===== src/rtl/stream2bram.sv =====
// rtl/stream2bram.sv - valid/ready word stream into a round-robin bank of BRAM frame buffers
module stream2bram #(
    parameter int BRAM_AW = 12,
    parameter int DW      = 32,
    parameter int BRAMS   = 8
) (
    input  logic                     fmc_clk,
    input  logic                     rst,
    input  logic                     s_valid_i,
    input  logic [DW-1:0]            s_data_i,
    input  logic                     s_last_i,
    output logic                     s_ready_o,
    output logic [BRAM_AW-1:0]       bram_a_o,
    output logic [DW-1:0]            bram_do_o,
    output logic [BRAMS-1:0]         bram_en_o,
    output logic                     bram_we_o,
    input  logic [BRAMS-1:0]         release_i,
    output logic [BRAMS-1:0]         full_o,
    output logic                     done_o,
    output logic [$clog2(BRAMS)-1:0] done_idx_o,
    output logic [BRAM_AW:0]         done_len_o,
    output logic                     done_ovf_o
);

    localparam int IW = $clog2(BRAMS);

    typedef enum logic [1:0] {S_WAIT, S_FILL, S_DROP} state_t;

    state_t               state_q, state_d;
    logic [IW-1:0]        cur_idx_q, cur_idx_d;
    logic [BRAM_AW-1:0]   addr_q, addr_d;
    logic [BRAMS-1:0]     full_q, full_d;
    logic [BRAM_AW-1:0]   bram_a_q, bram_a_d;
    logic [DW-1:0]        bram_do_q, bram_do_d;
    logic [BRAMS-1:0]     bram_en_q, bram_en_d;
    logic                 bram_we_q, bram_we_d;
    logic                 done_q, done_d;
    logic [IW-1:0]        done_idx_q, done_idx_d;
    logic [BRAM_AW:0]     done_len_q, done_len_d;
    logic                 done_ovf_q, done_ovf_d;
    logic [BRAMS-1:0]     set_mask;
    logic [BRAMS-1:0]     cur_onehot;
    logic                 beat;
    logic                 close;

    // State register: all block state, cleared synchronously by rst
    always_ff @(posedge fmc_clk) begin
        if (rst) begin
            state_q    <= S_WAIT;
            cur_idx_q  <= '0;
            addr_q     <= '0;
            full_q     <= '0;
            bram_a_q   <= '0;
            bram_do_q  <= '0;
            bram_en_q  <= '0;
            bram_we_q  <= 1'b0;
            done_q     <= 1'b0;
            done_idx_q <= '0;
            done_len_q <= '0;
            done_ovf_q <= 1'b0;
        end else begin
            state_q    <= state_d;
            cur_idx_q  <= cur_idx_d;
            addr_q     <= addr_d;
            full_q     <= full_d;
            bram_a_q   <= bram_a_d;
            bram_do_q  <= bram_do_d;
            bram_en_q  <= bram_en_d;
            bram_we_q  <= bram_we_d;
            done_q     <= done_d;
            done_idx_q <= done_idx_d;
            done_len_q <= done_len_d;
            done_ovf_q <= done_ovf_d;
        end
    end

    // Next state: accept beats, issue one write per beat, close buffers in strict round-robin
    always_comb begin
        state_d    = state_q;
        cur_idx_d  = cur_idx_q;
        addr_d     = addr_q;
        bram_a_d   = bram_a_q;
        bram_do_d  = bram_do_q;
        bram_en_d  = '0;
        bram_we_d  = 1'b0;
        done_d     = 1'b0;
        done_idx_d = done_idx_q;
        done_len_d = done_len_q;
        done_ovf_d = done_ovf_q;
        set_mask   = '0;
        close      = 1'b0;
        beat       = s_valid_i & s_ready_o;
        cur_onehot = BRAMS'(1) << cur_idx_q;

        case (state_q)
            S_WAIT: begin
                if (!full_q[cur_idx_q]) state_d = S_FILL;
            end
            S_FILL: begin
                if (beat) begin
                    bram_a_d  = addr_q;
                    bram_do_d = s_data_i;
                    bram_en_d = cur_onehot;
                    bram_we_d = 1'b1;
                    if (s_last_i || (&addr_q)) begin
                        // A last beat on the final address is a clean full-length frame
                        close      = 1'b1;
                        done_ovf_d = ~s_last_i;
                        state_d    = s_last_i ? S_WAIT : S_DROP;
                    end else begin
                        addr_d = addr_q + BRAM_AW'(1);
                    end
                end
            end
            S_DROP: begin
                if (beat && s_last_i) state_d = S_WAIT;
            end
            default: state_d = S_WAIT;
        endcase

        if (close) begin
            set_mask   = cur_onehot;
            done_d     = 1'b1;
            done_idx_d = cur_idx_q;
            done_len_d = {1'b0, addr_q} + (BRAM_AW+1)'(1);
            cur_idx_d  = cur_idx_q + IW'(1);
            addr_d     = '0;
        end

        // Set wins over a release of the same buffer in the same cycle
        full_d = (full_q & ~release_i) | set_mask;
    end

    // Outputs: s_ready decoded from the state register only, the rest straight from registers
    always_comb begin
        s_ready_o  = (state_q == S_FILL) || (state_q == S_DROP);
        bram_a_o   = bram_a_q;
        bram_do_o  = bram_do_q;
        bram_en_o  = bram_en_q;
        bram_we_o  = bram_we_q;
        full_o     = full_q;
        done_o     = done_q;
        done_idx_o = done_idx_q;
        done_len_o = done_len_q;
        done_ovf_o = done_ovf_q;
    end

endmodule


===== config.mk =====
export PLATFORM = sky130hd
export DESIGN_NAME = stream2bram
export DESIGN_NICKNAME = d
export VERILOG_FILES = /design/src/rtl/stream2bram.sv
export SDC_FILE = /design/constraint.sdc
export NUM_CORES = 1
export LEC_CHECK = 0
export BUFFER_PORTS_ARGS = -buffer_cell sky130_fd_sc_hd__buf_2
export CORE_MARGIN = 2
export CORE_UTILIZATION = 55
export CTS_BUF_LIST = sky130_fd_sc_hd__clkbuf_4
export DETAILED_ROUTE_END_ITERATION = 10
export GPL_TIMING_DRIVEN = 1
export PLACE_DENSITY = 0.86
export SYNTH_ARGS = -nofsm -noshare
export SYNTH_HDL_FRONTEND = slang
export SYNTH_SLANG_ARGS = --single-unit

===== constraint.sdc =====
create_clock -name fmc_clk -period 5.2 [get_ports fmc_clk]
set_input_delay 0.26 -clock fmc_clk [delete_from_list [all_inputs] [get_ports fmc_clk]]
set_output_delay 0.26 -clock fmc_clk [all_outputs]
set_load 0.1 [all_outputs]

# [Word level (Yosys, flattened, before mapping)]
# Index checks and enable logic that the tools add are counted.
[word_totals] reg_bits=96 output_inout_bits=80 inputBits=44
[classes] eq_ne=6 n_mux=14 shifts=1 n_reduce_logical=12 n_lt_le_gt_ge=1 addsub=3 n_bitwise=8
[ops] cell="12-bit by 1-bit adder with 13-bit output (second input constant)" n=1
[ops] cell="12-bit by 1-bit adder with 12-bit output (second input constant)" n=1
[ops] cell="12-bit AND reduction" n=1
[ops] cell="2-bit 2-to-1 mux" n=5
[ops] cell="8-bit AND" n=1
[ops] cell="8-bit 2-to-1 mux" n=1
[ops] cell="2-bit inequality test (second input constant)" n=4
[ops] cell="8-bit inverter" n=1
[ops] cell="8-bit bitwise OR" n=1
[ops] cell="1-bit by 3-bit << shifter with 8-bit output (first input constant)" n=1
[ops] cell="1-bit 2-to-1 mux" n=6
[ops] cell="2-bit case mux with 3 select lines" n=1
[ops] cell="3-bit AND reduction" n=2
[ops] cell="3-bit by 4-bit less-than comparator with 1-bit output (second input constant)" n=1
[ops] cell="1-bit inverter" n=4
[ops] cell="4-bit AND reduction" n=1
[ops] cell="2-bit OR reduction" n=2
[ops] cell="3-bit by 1-bit adder with 3-bit output (second input constant)" n=1
[ops] cell="1-bit binary-select mux with 3-bit select" n=1
[ops] cell="3-bit OR reduction" n=1
[ops] cell="2-bit by 1-bit == test with 1-bit output (second input constant)" n=1
[ops] cell="2-bit == test (second input constant)" n=1
[ops] cell="2-bit zero test" n=1
[ops] cell="1-bit logical OR" n=2
[ops] cell="3 further kinds" n=3

# [Depth between registers and ports, before layout]
# Gate-level depths: netlist (run 1).
[depth] ltp_word=7 mapped_depth=10 depth_no_buf=8

# [Worst setup path before layout (run 1)]
# OpenSTA, ideal clock, no wires.
[synth_path] kind="register -> register" startpoint="register state_q[0]" endpoint="register addr_q[3]" period_less_slack_ns=2.449 arrival_time_ns=2.361 path_slack_ns=2.751 stages_incl_launch_ff=7 setup_time_ns=0.088 path_cell_list="dfxtp_1 -> inv_1 -> ha_1 -> nand3_1 -> a311oi_4 -> a41oi_2 -> a311oi_2"
[synth_via] elab_chain_len=6 elab_cells_between_ends=8 cone_classes="eq/ne: 2; mux: 2; bitwise: 1; reduce/logical: 3"
[synth_rtl] element="start: declaration" line="29" rtl="state_t state_q, state_d;"
[synth_rtl] element="start signal: assignment" line="62" rtl="state_q <= state_d;"
[synth_rtl] element="2-bit by 1-bit == test with 1-bit output / 2-bit == test (equally long branches)" line="136" rtl="s_ready_o = (state_q == S_FILL) || (state_q == S_DROP);"
[synth_rtl] element="1-bit logical OR *" line="136"
[synth_rtl] element="named net s_ready_o" line="12" rtl="output logic s_ready_o,"
[synth_rtl] element="1-bit AND *" line="92" rtl="beat = s_valid_i & s_ready_o;"
[synth_rtl] element="1-bit 2-to-1 mux" line="100" rtl="if (beat) begin"
[synth_rtl] element="1-bit 2-to-1 mux" line="95" rtl="case (state_q)"
[synth_rtl] element="2-bit OR reduction (no line)"
[synth_rtl] element="end signal: assignment" line="64" rtl="addr_q <= addr_d;"
[synth_rtl] element="end: declaration" line="31" rtl="logic [BRAM_AW-1:0] addr_q, addr_d;"
# The timed path passes the listed nets; every way through them passes the cells marked *.
# A chain may end at the register's enable or synchronous reset.

# [Worst setup path after layout (run 1)]
[layout_path] startpoint="register addr_q[0]" endpoint="register done_idx_q[0], in the netlist done_idx_o[0]"
[layout_via] elab_chain_len=5
[layout_rtl] element="12-bit AND reduction" line="105" rtl="if (s_last_i || (&addr_q)) begin"
[layout_rtl] element="1-bit logical OR" line="105"
[layout_rtl] element="1-bit 2-to-1 mux" line="105"
[layout_rtl] element="1-bit 2-to-1 mux" line="100"
[layout_rtl] element="1-bit 2-to-1 mux" line="95"
[layout_rtl] element="end signal: assignment" line="71" rtl="done_idx_q <= done_idx_d;"
[layout_rtl] element="end: declaration" line="38" rtl="logic [IW-1:0] done_idx_q, done_idx_d;"
# Every way passes these cells.

==> results of run 1 <==
worst register-to-register path, cell delays in order (launching register included):
cell     delay, ns
dfxtp_1       0.42
ha_1          0.31
and3_1        0.33
a31o_2        0.30
a21oi_2       0.67
a22o_1        0.27
layer usage:
layer | wire, um | part of all wire | track usage | up-vias
met5 | 0 | 0 | 0 | -
met4 | 82 | 0.0092 | 0.0643 | 0
met3 | 621 | 0.070 | 0.0616 | 11
met2 | 4220 | 0.48 | 0.376 | 123
met1 | 3950 | 0.45 | 0.291 | 1559
li1 | - | - | - | 1661
layout make-up:
cell class	count	share of cell area
flip-flops and latches	96	0.426
multi-input cells	283	0.373
repair buffers	126	0.141
well taps	80	0.0222
clock buffers	10	0.0166
clock inverters	6	0.0133
inverters	9	0.00749
power by group through the flow:
stage,sequential [W],combinational (W),clock [W]
2_1_floorplan,0.00106,0.000198,0
3_3_place_gp,0.000813,0.000529,0
3_5_place_dp,0.000815,0.000538,0
4_1_cts,0.000799,0.000539,0.000395
5_1_grt,0.000805,0.000565,0.000426
6_report,0.000799,0.000538,0.000384
stage by stage:
| stage | worst slack, ns | power [W] | area [sq um] |
|---|---|---|---|
| global placement | 3.00 | 0.00134 | 4380 |
| finish | 2.86 | 0.00172 | 4510 |
| global route | 2.69 | 0.00180 | 4510 |
| CTS | 2.89 | 0.00173 | 4510 |
| floorplan | 2.75 | 0.00126 | 3810 |
| detailed placement | 2.91 | 0.00135 | 4380 |
final timing paths:
kind | from | endpoint | slack, ns | cells past startpoint
worst max-delay path | addr_q[0] | done_idx_o[0] | 2.86 | 5
worst min register to register | bram_do_o[31] | bram_do_o[31] | 0.46 | 2
worst min-delay path | s_data_i[19] | bram_do_o[19] | 0.05 | 3
worst max register to register | addr_q[0] | done_idx_o[0] | 2.86 | 5
cell usage in the layout, fill, tap and decap left out, drive strengths merged, types with 2 or more instances in the layout:
cell,n
clkbuf,10
a22o,17
o2bb2ai,5
nor3,3
nor2,13
xnor2,5
nand4,2
ha,10
a41oi,2
a21bo,2
clkinv,2
and3,10
a311oi,3
nand3,8
nand2,103
dfxtp,96
buf,126
o211ai,2
clkinvlp,3
a31oi,2
a22oi,2
mux2,3
inv,9
a32o,2
and4,3
o22ai,2
o21a,2
nand2b,3
mux2i,2
and2,3
o31ai,3
a21oi,51
or4,2
o21ai,8
o221a,2
xor2,3
sequential cells by signal, indices dropped and copies added, names as in the netlist:
| register | count |
|---|---|
| state_q | 2 |
| bram_en_o | 8 |
| full_o | 8 |
| done_o | 1 |
| done_ovf_o | 1 |
| bram_we_o | 1 |
| cur_idx_q | 3 |
| done_idx_o | 3 |
| bram_do_o | 32 |
| bram_a_o | 12 |
| done_len_o | 13 |
| addr_q | 12 |
kinds of logic (layout without fill, tap and decap cells):
| family | count (synthesis) | after routing | share of synthesized area |
|---|---|---|---|
| AND/OR/NAND/NOR | 152 | 152 | 0.177 |
| AO/OA/AOI/OAI | 107 | 107 | 0.194 |
| flip-flops | 96 | 96 | 0.505 |
| buffers and inverters | 40 | 151 | 0.0529 |
| adder cells (fa/ha/maj) | 10 | 10 | 0.0329 |
| XOR/XNOR | 8 | 8 | 0.0184 |
| multiplexers | 6 | 6 | 0.0200 |
==> impl_metrics.tcl, run 1 <==
set metrics [dict create \
    dp.cells 594 \
    grt_pass1_wl_um 13800 \
    drc 0 \
    fmax_mhz 428 \
    fin_skew_ns 0.0230 \
    yosys_warnings 0 \
    post-route-util 0.668 \
    clockBufferDepth 2 \
    yosysTopAreaCellShare 0.505 \
    ys_ff_latch 96 \
    worstMarginPinSlew_ns 0.856 \
    routed_wl_um 8880 \
    cts_resized 0 \
    powerDensity_nw_per_um2 381 \
    drive_gt1_frac 0.300 \
    fin_setup_tns_ns 0 \
    io_buffers 123 \
    gp_congestion 0.848 \
    syn_inst 419 \
    n_antenna_cell 0 \
    ys_types 51 \
    cts_setup_buffers 0 \
    die_x_um 87.2 \
    rsz0062_at_grt "no" \
    p_clk_frac 0.223 \
    first_iter_violations 138 \
    hpwl_um 6320 \
    cp.arrival_ns 2.71 \
    outcome "complete, no violations" \
    grt_start_max_net_pins 68 \
    drtPass1Iterations 4 \
    finalCritPeriodShare 0.450 \
    gr-total-overflow 0 \
    required_ns 5.57 \
    crit_fanout 20 \
    cts_hold_buf 0 \
    crit_slowest_cell "a21oi_2" \
    synth_area_sq_um 3810 \
    min_period_ns 2.34 \
    cp-end-kind "flip-flop" \
    hold_viol 0 \
    cp_num_buf_inv 0 \
    clkLatencyLatePin_ns 0.43 \
    ant_nets 0 \
    wire_per_inst_um 14.5 \
    root_buffer "clkbuf_4" \
    crit_chain "ha_1 > and3_1 > a31o_2 > a21oi_2 > a22o_1" \
    grt_use_total 0.227 \
    yosysSeqAreaShare 0.505 \
    multi_input_area_sq_um 1680 \
    maxSlewViolCount 0 \
    core_sq_um 6760 \
    area_delta_synth_final_pct 18.5 \
    vdd_drop_max_mv 0.234 \
    path_delay_family "compound AO/OA/AOI/OAI gates" \
    final_cells 610 \
    seqCellArea_sq_um 1920 \
    row_count 30 \
    io_pins 124 \
    fillers 560 \
    p_sw_w 0.000697 \
    htreeDepth 3 \
    clkSlewWorstSetupHoldPaths_ns 0.15 \
    swShare 0.405 \
    clock-sinks 96 \
    slowest_delay_ns 0.67 \
    setup_viol 0 \
    pwr-share-seq 0.464 \
    drv_cap 0 \
    ys_top_cells_by_area "dfxtp_1 50%, nand2_1 10%, a21oi_1 6.6%, a22o_1 3.9%, ha_1 3.3%" \
    maxSlewHeadroom 0.429 \
    vias 3354 \
    start_kind "flip-flop" \
    syn-num-nets 473 \
    avgSynthCellArea_sq_um 9.09 \
    pwr-share-comb 0.312 \
    power.leakage_nw 2.02 \
    cts_tree "built" \
    antenna_found_initial 0 \
    cts_buffers 9 \
    initial_core_util 0.564 \
    synth.most_common_cell "nand2_1" \
    viasPerCell 5.50 \
    synth-edff-count 0 \
    die_area_sq_um 7600 \
    hold_slack_ns 0.0466 \
    crit_type "reg2reg" \
    synth_ff_type "dfxtp_1" \
    die_y_um 87.2 \
    first_global_vias 2931 \
    p_int_w 0.00102 \
    netlist_top_cells_count "102 x nand2_1, 96 x dfxtp_1, 50 x a21oi_1, 17 x a22o_1, 16 x clkbuf_1" \
    fin_nets 579 \
    min_path_type "in2reg" \
    synthArstFlopShare 0 \
    yosys.area.top_type "dfxtp_1" \
]
Power figures use the tool's default switching activity.
==> run 2: changes to the inputs <==
Settings changed: CORE_UTILIZATION 55 to 47, PLACE_DENSITY 0.86 to 0.78.
Clock period 5.2 ns to 2.1 ns, I/O delays scaled along.
==> run 2 against run 1 <==
Sequential power rose by 150%. Flip-flop and latch count did not move. Clock skew fell by 0.0064 ns. Setup slack got worse by 2.7 ns. Clock power rose to 2.5 times the previous value. Register-to-register slack got worse by 2.7 ns. Fmax rose by 21%. First-iteration DRC count rose by 51%. Die area rose by 16%. Largest power group unchanged.
==> impl_metrics.tcl, run 2 (synthesis results as in run 1) <==
set metrics [dict create \
    n_antenna_cell 0 \
    clkLatencyLatePin_ns 0.43 \
    routed_wl_um 9730 \
    hpwl_um 6390 \
    gp_congestion 0.860 \
    slowest_delay_ns 0.35 \
    crit_fanout 17 \
    multi_input_area_sq_um 1710 \
    die_y_um 94.0 \
    root_buffer "clkbuf_4" \
    post-route-util 0.646 \
    grt_use_total 0.224 \
    fin_nets 629 \
    drive_gt1_frac 0.297 \
    worstMarginPinSlew_ns 0.670 \
    min_to "done_ovf_o" \
    initial_core_util 0.488 \
    io_buffers 123 \
    grt_pass1_wl_um 15600 \
    whs_path_depth 2 \
    gr-total-overflow 0 \
    first_iter_violations 208 \
    crit_chain "inv_1 > ha_1 > and3b_1 > nand2_1 > inv_2 > nand2_4 > inv_2 > mux2_2" \
    crit_slowest_cell "dfxtp_1" \
    grt_start_max_net_pins 66 \
    outcome "complete, no violations" \
    cpMostUsedCell "inv_2" \
    setup_ws_ns 0.165 \
    maxSlewViolCount 0 \
    powerDensity_nw_per_um2 870 \
    final_cell_mix "123 x buf_2, 102 x nand2_1, 96 x dfxtp_1, 50 x a21oi_1, 40 x dlygate4sd3_1" \
    fmax_mhz 517 \
    viasPerCell 5.21 \
    timing.rr.start "state_q[1]" \
    first_global_vias 3323 \
    required_ns 2.48 \
    min_period_ns 1.93 \
    setup_viol 0 \
    ant_nets 0 \
    die_x_um 94.0 \
    power.leakage_nw 2.25 \
    fillers 620 \
    die_area_sq_um 8840 \
    cts_tree "built" \
    wire_per_inst_um 14.3 \
    dp_slack_ns 0.0584 \
    finalCritPeriodShare 0.921 \
    r2r_cells 8 \
    final_common_cell "buf_2" \
    fin_skew_ns 0.0166 \
    r2r_end "cur_idx_q[0]" \
    drtPass1Iterations 6 \
    clkSlewWorstSetupHoldPaths_ns 0.14 \
    min_path_type "in2reg" \
    cp-end-kind "flip-flop" \
    seqCellArea_sq_um 1920 \
    drc 0 \
    hold_viol 0 \
    vdd_drop_max_mv 0.403 \
    clock-sinks 96 \
    crit_type "reg2reg" \
    area_delta_synth_final_pct 32.5 \
    cts_buffers 9 \
    maxSlewHeadroom 0.553 \
    largest_reg_flops 32 \
    htreeDepth 3 \
    start_kind "flip-flop" \
    core_sq_um 7810 \
    row_count 32 \
    drv_cap 0 \
    vias 3552 \
    antenna_found_initial 0 \
    clockBufferDepth 2 \
    io_pins 124 \
    cp.arrival_ns 2.32 \
    r2r_slack_ns 0.17 \
    hold_start "s_last_i" \
]
## run 2: worst max-delay path: cells and delay by family (launching register included)
kind / cells / cell delay, ns
DFF: 1 / 0.35
adders and majority gates: 1 / 0.27
buffers and inverters: 3 / 0.49
muxes: 1 / 0.21
and+or+nand+nor: 3 / 0.58
## run 2: where the power goes
group	total [W]	internal, W	switching [W]
logic	0.00143	0.000322	0.00111
clock network	0.000978	0.000389	0.000589
registers	0.00198	0.00192	0.0000544
total	0.00439	0.00263	0.00176
## run 2: area by class of cell
cell class,instances,share of cell area
multi-input combinational,283,0.339
clock inverter,5,0.0114
tap,102,0.0253
timing repair buffer,176,0.221
inverter,9,0.00669
clock buffer,11,0.0164
sequential,96,0.381
## run 2: worst max path at each step
stage	end	depth (start not counted)	from
floorplan	state_q[0]	4	full_o[5]
global placement	cur_idx_q[0]	5	addr_q[1]
detailed placement	cur_idx_q[0]	5	addr_q[1]
CTS	cur_idx_q[0]	5	addr_q[1]
global route	cur_idx_q[0]	8	state_q[1]
finish	cur_idx_q[0]	8	state_q[1]
## run 2: metrics by stage
step | power [W] | std cells | TNS, ns | area (sq um) | hold slack, ns
after CTS | 0.00442 | 682 | 0 | 5030 | 0.0150
after detailed placement | 0.00339 | 626 | 0 | 4490 | 0.352
final | 0.00439 | 682 | 0 | 5050 | 0.0348
after global placement | 0.00336 | 626 | 0 | 4490 | 0.345
after floorplan | 0.00315 | 419 | 0 | 3820 | 0.241
after global routing | 0.00457 | 682 | -0.00562 | 5050 | 0.0255
## run 2: what timing repair did
action / in CTS / in global routing
hold buffers: 40 / 0
hold endpoints to repair: 40 / 0
buffers inserted: 0 / 0
gates resized for setup: 0 / 2
setup endpoints to repair: 0 / 15
## run 2: metal layers
| layer | global-route usage | wire length [um] | vias to the layer above |
|---|---|---|---|
| li1 | - | - | 1761 |
| met1 | 0.276 | 4070 | 1670 |
| met2 | 0.376 | 4820 | 97 |
| met3 | 0.0377 | 513 | 24 |
| met4 | 0.116 | 320 | 0 |
| met5 | 0 | 0 | - |
